--- config.mk ---
export PLATFORM = sky130hd
export DESIGN_NAME = sync_fifo
export DESIGN_NICKNAME = d
export VERILOG_FILES = /design/src/rtl/fifo_pkg.sv /design/src/rtl/fifo_mem.sv /design/src/rtl/sync_fifo.sv
export SDC_FILE = /design/constraint.sdc
export NUM_CORES = 1
export LEC_CHECK = 0
export CAP_MARGIN = 20
export CORE_UTILIZATION = 45
export CTS_CLUSTER_SIZE = 16
export DETAILED_ROUTE_END_ITERATION = 7
export PLACE_DENSITY = 0.61
export SYNTH_ARGS = -nofsm -noshare
export SYNTH_HDL_FRONTEND = slang
export SYNTH_SLANG_ARGS = --single-unit
export TNS_END_PERCENT = 1
--- constraint.sdc ---
create_clock -name clk -period 3.55 [get_ports clk]
set_input_delay 0.355 -clock clk [delete_from_list [all_inputs] [get_ports clk]]
set_output_delay 0.355 -clock clk [all_outputs]
set_load 0.005 [all_outputs]
--- src/rtl/fifo_pkg.sv ---
// Shared FIFO constants and width helpers, imported by the FIFO RTL, its
// interface and the protocol checkers.
package fifo_pkg;

  localparam int DEF_DEPTH  = 8;
  localparam int DEF_DWIDTH = 16;

  // Pointer width: DEPTH is a power of two, so pointers wrap naturally.
  function automatic int ptr_w(input int depth);
    return $clog2(depth);
  endfunction

  // Occupancy needs one extra bit to represent a completely full FIFO.
  function automatic int cnt_w(input int depth);
    return $clog2(depth) + 1;
  endfunction

endpackage : fifo_pkg

--- src/rtl/fifo_mem.sv ---
// DEPTH x DWIDTH register array: one synchronous write port and one registered
// read port. Only the read register is reset.
module fifo_mem
  import fifo_pkg::*;
#(
  parameter int DEPTH  = DEF_DEPTH,
  parameter int DWIDTH = DEF_DWIDTH
) (
  input  logic                    clk,
  input  logic                    rstn,
  input  logic                    we,
  input  logic [ptr_w(DEPTH)-1:0] waddr,
  input  logic [DWIDTH-1:0]       wdata,
  input  logic                    re,
  input  logic [ptr_w(DEPTH)-1:0] raddr,
  output logic [DWIDTH-1:0]       rdata
);

  logic [DWIDTH-1:0] mem [DEPTH];

  // NOTE: storage is deliberately not reset; readers only see entries that
  // were written first, and a reset network on the array would be wasted.
  always_ff @(posedge clk) begin
    if (we) mem[waddr] <= wdata;
  end

  always_ff @(posedge clk or negedge rstn) begin
    if (!rstn) begin
      rdata <= '0;
    end else if (re) begin
      rdata <= mem[raddr];
    end
  end

endmodule : fifo_mem

--- src/rtl/sync_fifo.sv ---
// Single-clock FIFO with registered full/empty, drop-and-flag on illegal
// requests. Define SYNC_FIFO_ALMOST_FLAGS_EN to add almost_full/almost_empty.
module sync_fifo
  import fifo_pkg::*;
#(
  parameter int DEPTH  = DEF_DEPTH,
  parameter int DWIDTH = DEF_DWIDTH
`ifdef SYNC_FIFO_ALMOST_FLAGS_EN
  ,
  parameter int AF_LEVEL = DEPTH - 2,
  parameter int AE_LEVEL = 2
`endif
) (
  input  logic                    clk,
  input  logic                    rstn,
  input  logic                    wr_en,
  input  logic [DWIDTH-1:0]       din,
  input  logic                    rd_en,
  output logic [DWIDTH-1:0]       dout,
  output logic                    full,
  output logic                    empty,
  output logic [cnt_w(DEPTH)-1:0] count,
  output logic                    overflow,
  output logic                    underflow
`ifdef SYNC_FIFO_ALMOST_FLAGS_EN
  ,
  output logic                    almost_full,
  output logic                    almost_empty
`endif
);

  localparam int PW = ptr_w(DEPTH);
  localparam int CW = cnt_w(DEPTH);

  logic [PW-1:0] wr_ptr;
  logic [PW-1:0] rd_ptr;
  logic [CW-1:0] count_nxt;
  logic          wr_acc;
  logic          rd_acc;

  // Acceptance uses the registered flags, so no input reaches a flag
  // combinationally.
  assign wr_acc = wr_en & ~full;
  assign rd_acc = rd_en & ~empty;

  // NOTE: count_nxt gets a default before any conditional update so no path
  // leaves it unassigned and no latch is inferred.
  always_comb begin
    count_nxt = count;
    if (wr_acc && !rd_acc) begin
      count_nxt = count + CW'(1);
    end else if (rd_acc && !wr_acc) begin
      count_nxt = count - CW'(1);
    end
  end

  // NOTE: sequential state uses non-blocking assignments so every flop
  // samples pre-edge values regardless of statement order.
  always_ff @(posedge clk or negedge rstn) begin
    if (!rstn) begin
      wr_ptr    <= '0;
      rd_ptr    <= '0;
      count     <= '0;
      full      <= 1'b0;
      empty     <= 1'b1;
      overflow  <= 1'b0;
      underflow <= 1'b0;
    end else begin
      if (wr_acc) wr_ptr <= wr_ptr + PW'(1);
      if (rd_acc) rd_ptr <= rd_ptr + PW'(1);
      count     <= count_nxt;
      full      <= (count_nxt == CW'(DEPTH));
      empty     <= (count_nxt == '0);
      overflow  <= wr_en & full;
      underflow <= rd_en & empty;
    end
  end

`ifdef SYNC_FIFO_ALMOST_FLAGS_EN
  always_ff @(posedge clk or negedge rstn) begin
    if (!rstn) begin
      almost_full  <= 1'b0;
      almost_empty <= 1'b1;
    end else begin
      almost_full  <= (count_nxt >= CW'(AF_LEVEL));
      almost_empty <= (count_nxt <= CW'(AE_LEVEL));
    end
  end
`endif

  fifo_mem #(
    .DEPTH  (DEPTH),
    .DWIDTH (DWIDTH)
  ) u_mem (
    .clk   (clk),
    .rstn  (rstn),
    .we    (wr_acc),
    .waddr (wr_ptr),
    .wdata (din),
    .re    (rd_acc),
    .raddr (rd_ptr),
    .rdata (dout)
  );

endmodule : sync_fifo

==> results.py <==
metrics = {
    "cts": {
        "clk_pin_slew_ps": 60,
        "h-tree-depth": 4,
        "cts_resized": 0,
        "postCtsSetupBuffers": 0,
        "cts-root-buf": "clkbuf_16",
        "cts_buffers": 17,
        "cts_tree": "yes",
        "worst_skew_pair.late_latency_ps": 420,
        "cts.path.max_buffers": 2,
        "cts.sinks": 158,
        "hold_buffers": 0,
    },
    "global_route": {
        "grt_pass1_wl_um": 18600,
        "grt-busiest-layer": "met2",
        "grt_max_degree": 35,
        "grt_pass1_vias": 3232,
        "overflow": 0,
        "grt_use_met1_pct": 25.4,
        "grt.total_usage_pct": 18.3,
        "antenna_found_initial": 0,
        "grt.met2_usage_pct": 28.1,
        "grt.met3_usage_pct": 4.45,
    },
    "placed_design": {
        "dp.cells": 538,
        "gp_congestion": 0.764,
        "place_area_um2": 6850,
        "io_buffers": 43,
        "dp_hpwl_um": 6970,
    },
    "timing": {
        "hold_viol_final": 0,
        "slew_headroom_pct": 38.0,
        "worstMarginPinSlew_ps": 929,
        "rsz0062_at_grt": "no",
        "maxSlewViolCount": 0,
        "finalCritPeriodShare_pct": 58.9,
        "whs_ps": 358,
        "fin_tns_setup_ps": 0,
        "fin_worst_skew_ps": 11.2,
        "setup_violations": 0,
        "fmax_ghz": 0.478,
        "layout_min_cycle_time_ps": 2090,
    },
    "die": {
        "start_util_pct": 46.4,
        "dieArea_um2": 14200,
        "ios": 44,
        "core_um2": 13300,
        "fp.dieW_um": 119,
        "rows": 42,
        "fp.dieH_um": 119,
    },
    "power": {
        "comb_power_share_pct": 24.6,
        "power_density_nw_per_um2": 815,
        "p_int_mw": 4.37,
        "swShare_pct": 28.0,
        "switchingPower_mw": 1.70,
        "p_seq_share_pct": 45.5,
        "power.leakage_nw": 2.57,
        "power_frac_clock_pct": 30.0,
        "ir_worst_vdd_mv": 0.351,
    },
    "final_layout": {
        "final_util_pct": 55.8,
        "multi_input_area_um2": 1470,
        "drive_gt1_share_pct": 21.6,
        "regArea_um2": 4600,
        "fin_nets": 405,
        "finalInstanceArea_um2": 7450,
        "areaGrowthSynthToFinish_pct": 20.2,
        "fill_cells": 1041,
        "antenna_cells": 0,
        "instances_no_fill": 570,
    },
    "synthesis": {
        "yosysMostFrequentCell": "edfxtp_1",
        "synth-warning-count": 0,
        "synth_top_cell_area_share_pct": 62.1,
        "yosys.area.top_type": "edfxtp_1",
        "syn-num-nets": 345,
        "netlist_instances": 321,
        "netlist_area_um2": 6190,
        "synth_flop_cell": "edfxtp_1",
        "yosys-top-cells-area": "edfxtp_1 62%, dfrtp_1 12%, mux4_2 11%, mux2i_1 2.6%, nand2_1 1.8%",
        "synth_seq_cells": 158,
        "synth_cell_types": 39,
        "syn_area_per_cell_um2": 19.3,
        "ys_seq_area_share_pct": 74.2,
        "synth-edff-count": 128,
        "async_reset_ff_share_pct": 19.0,
        "synth_common_cells": "128 x edfxtp_1, 31 x mux4_2, 30 x nand2_1, 29 x dfrtp_1, 16 x mux2i_1",
    },
    "worst_setup_path": {
        "path_class": "flip-flop to flip-flop",
        "crit_required_ps": 3830,
        "arrival_ps": 2370,
        "start_kind": "flip-flop",
        "crit_fanout": 26,
        "cp-end-kind": "flip-flop",
    },
    "detailed_routing": {
        "detail_route.first_pass.iterations": 4,
        "post_drt_wl_per_cell_um": 20.4,
        "initialDrtViolationCount": 177,
        "drc": 0,
        "routed_wirelength_um": 11600,
        "ant_nets": 0,
        "num_vias": 3068,
        "viasPerCell": 5.38,
    },
    "outcome": {
        "status": "finished, final reports clean",
    },
    "run": {
        "maxCapViolCount": 0,
    },
    "hold_path": {
        "hold_class": "primary input to async pin",
    },
}
[critical path, stage by stage (launching register included)]
cell and delay [ps]:
dfrtp_2 980, mux4_2 610, mux2i_1 220, o21ai_0 130
[kinds of logic after synthesis]
| logic type | share of synthesized area, % |
|---|---|
| AO/OA/AOI/OAI | 2.47 |
| XOR/XNOR | 0.707 |
| adder cells (fa/ha/maj) | 0.808 |
| buffers and inverters | 2.18 |
| flip-flops | 74.2 |
| multiplexers | 14.3 |
| AND/OR/NAND/NOR | 5.33 |
[state kept, by name, indices dropped and copies added, names as in the netlist]
register     count
count            4
u_mem.mem      128
underflow        1
overflow         1
full             1
empty            1
rd_ptr           3
wr_ptr           3
u_mem.rdata     16
[metrics by stage]
step	total power, mW	setup WS [ps]
after global routing	6.39	1290
after CTS	6.14	1410
after global placement	4.27	1120
after detailed placement	4.31	1040
final	6.07	1460
after floorplan	3.71	1060
[layout by cell type (no fill, tap or decap), drive strengths merged, types with 3 or more instances in the layout]
cell type,n
dfrtp,29
clkdlybuf4s50,43
xnor2,5
nor2,9
mux4,32
edfxtp,128
clkinvlp,3
bufinv,3
nand2,30
clkinv,4
buf,14
nor3,5
o211ai,3
ha,4
o21ai,17
nand2b,4
inv,4
clkbuf,22
mux2i,16
[power by group through the flow]
stage                     registers (mW)  clock network [mW]  logic, mW
final                               2.76                1.82       1.49
after global routing                2.82                1.92       1.65
after CTS                           2.77                1.85       1.52
after detailed placement            2.80                   0       1.51
after global placement              2.79                   0       1.48
after floorplan                     2.57                   0       1.15
[path summary, 6_finish.rpt]
| kind | start | endpoint | slack (ps) | cells after the start |
|---|---|---|---|---|
| max in group asynchronous | rstn | empty | 2840 | 2 |
| worst min register to register | u_mem.rdata[2] | u_mem.rdata[2] | 480 | 2 |
| worst min-delay path | rstn | count[0] | 360 | 2 |
| worst max register to register | rd_ptr[1] | u_mem.rdata[15] | 1460 | 3 |
| worst max-delay path | rd_ptr[1] | u_mem.rdata[15] | 1460 | 3 |
| min in group clk | u_mem.rdata[2] | u_mem.rdata[2] | 480 | 2 |
[final cells by class]
cell class | instances | share of cell area (%)
flip-flops and latches | 158 | 61.8
multi-input cells | 143 | 19.8
repair buffers | 57 | 7.36
clock buffers | 22 | 6.10
well taps | 176 | 2.96
clock inverters | 10 | 1.87
inverters | 4 | 0.202
[routing by layer]
layer / part of all wire, % / up-vias / routed length [um]
met1: 47 / 1596 / 5440
met2: 48 / 73 / 5600
li1: - / 1387 / -
met3: 3.8 / 12 / 446
met4: 1.4 / 0 / 161
met5: 0 / - / 0
Power figures use the tool's default switching activity.
==> RTL change: new RTL, same flow settings <==
Set the package constant `DEF_DWIDTH` to 18 (it was 16).
--- a/src/rtl/fifo_pkg.sv
+++ b/src/rtl/fifo_pkg.sv
@@ -4,5 +4,5 @@
 
   localparam int DEF_DEPTH  = 8;
-  localparam int DEF_DWIDTH = 16;
+  localparam int DEF_DWIDTH = 18;
 
   // Pointer width: DEPTH is a power of two, so pointers wrap naturally.
Ports: changed (resized din and dout); port bits go from 44 to 48. The function was not compared with the original's and may differ.
==> RTL change against the unedited design <==
The run now ends with design-rule violations left. First-iteration DRC count is 61% higher. Global-route usage fell by 1.6 points. Sequential cell count up 18. Wire length up 3.3%. Setup slack better by 0.15 ns. Cell area up 9.1%. Utilization fell by 0.54 points. Total power increased by 7.2%. Clock skew shrank 0.0065 ns. Synthesized area up 11%. Critical path type unchanged. Critical endpoint is now u_mem.rdata[9].
==> RTL change: results <==
placement:
  gp_congestion: 0.772
  pre_cts_slack_ns: 1.21
  dp_hpwl_um: 7330
  io_buffers: 47
flow_run:
  cap_violations: 0
critical_path:
  arrival_ns: 2.22
  slowest_delay_ns: 0.68
  crit_fanout: 22
  crit_family: "multiplexers"
  reg2reg_slack_ns: 1.61
  endpoint: "u_mem.rdata[9]"
  reg2regPathDepth: 4
  cp-startpoint: "rd_ptr[1]"
  crit_slowest_cell: "dfrtp_2"
  regToRegStartpoint: "rd_ptr[1]"
sta:
  max_slew_margin: 0.465
  fin_skew_ns: 0.00473
  fin_crit_sh: 0.546
global_routing:
  grt_max_degree: 43
  grt_pass1_wl_um: 19100
  antenna_found_initial: 0
  grt_pass1_vias: 3445
  grtUsageTotal: 0.167
pwr:
  leakage_nw: 2.79
  vdd_ir_drop_max_mv: 0.382
logic_synthesis:
  synth_cell_types: 36
  syn_nets: 377
  ys.warnings.count: 0
  synth_area_leaders: "edfxtp_1, dfrtp_1, mux4_2"
  ys_seq_area_frac: 0.745
  synth_edf_count: 144
  ys_top_cells_by_count: "edfxtp_1, mux4_2, nand2_1, dfrtp_1, o21ai_1"
  synthArstFlopShare: 0.182
cts:
  cts_inserted_buffers: 17
  htreeDepth: 4
  cts-root-buf: "clkbuf_16"
  post_cts_buffers: 0
  clk_path_buf_depth: 2
  post_cts_resized: 0
outcome:
  violations: "design-rule violations"
  outcome: "finished, violations left"
drt:
  drt-initial-drc-count: 285
  drc: 3
  finalWirelength_um: 12000
  drt_pass1_iterations: 8
  viasPerCell: 5.38
finish:
  layout_top_registers: "u_mem.mem: 144 flops, u_mem.rdata: 18 flops, count: 4 flops"
  antennaDiodeCount: 0
  num-nets-final: 439
  drive_gt1_frac: 0.202
hold_path:
  holdCritPathClass: "in -> async"
RTL change: changes by cell type in the layout (fill, tap and decap cells not counted), sizes merged, moves of 2 or more:
cell,delta
clkbuf,-3
clkdlybuf4s50,+3
clkinv,+2
dfrtp,+2
edfxtp,+16
mux2i,+2
mux4,+4
nand2,+2
o21ai,+2
RTL change: area by class of cell:
cell class / count / area (um2)
timing repair buffer: 61 / 583
multi-input combinational: 153 / 1590
clock inverter: 13 / 145
sequential: 176 / 5130
inverter: 4 / 15.0
clock buffer: 19 / 433
fill: 1117 / 6580
tap: 184 / 230
RTL change: per-layer routing:
layer  wire (um)  GRT usage
met5           0          0
met1        5560      0.231
met3         431     0.0378
met2        5930      0.262
met4         108     0.0603
RTL change: where the power goes:
group	total, mW	internal [mW]	switching [mW]
sequential	2.89	2.65	0.246
combinational	1.80	0.966	0.836
clock	1.81	1.09	0.719
total	6.51	4.71	1.80
RTL change: cell families (layout without fill, tap and decap cells):
family	count (synthesis)	after routing	share of synthesized area
and+or+nand+nor	63	63	0.0482
DFF	176	176	0.745
adders and majority gates	4	4	0.00728
muxes	54	54	0.145
buffers and inverters	22	97	0.0253
AOI/OAI and AO/OA	27	27	0.0222
xor gates and xnor gates	5	5	0.00637
RTL change: stage by stage:
step / hold slack, ns / area [um2] / std cells
final: 0.0295 / 8120 / 610
after CTS: 0.0522 / 8120 / 610
after global placement: 0.467 / 7540 / 578
after global routing: 0.0993 / 8120 / 610
after detailed placement: 0.475 / 7540 / 578
after floorplan: 0.0594 / 6880 / 351
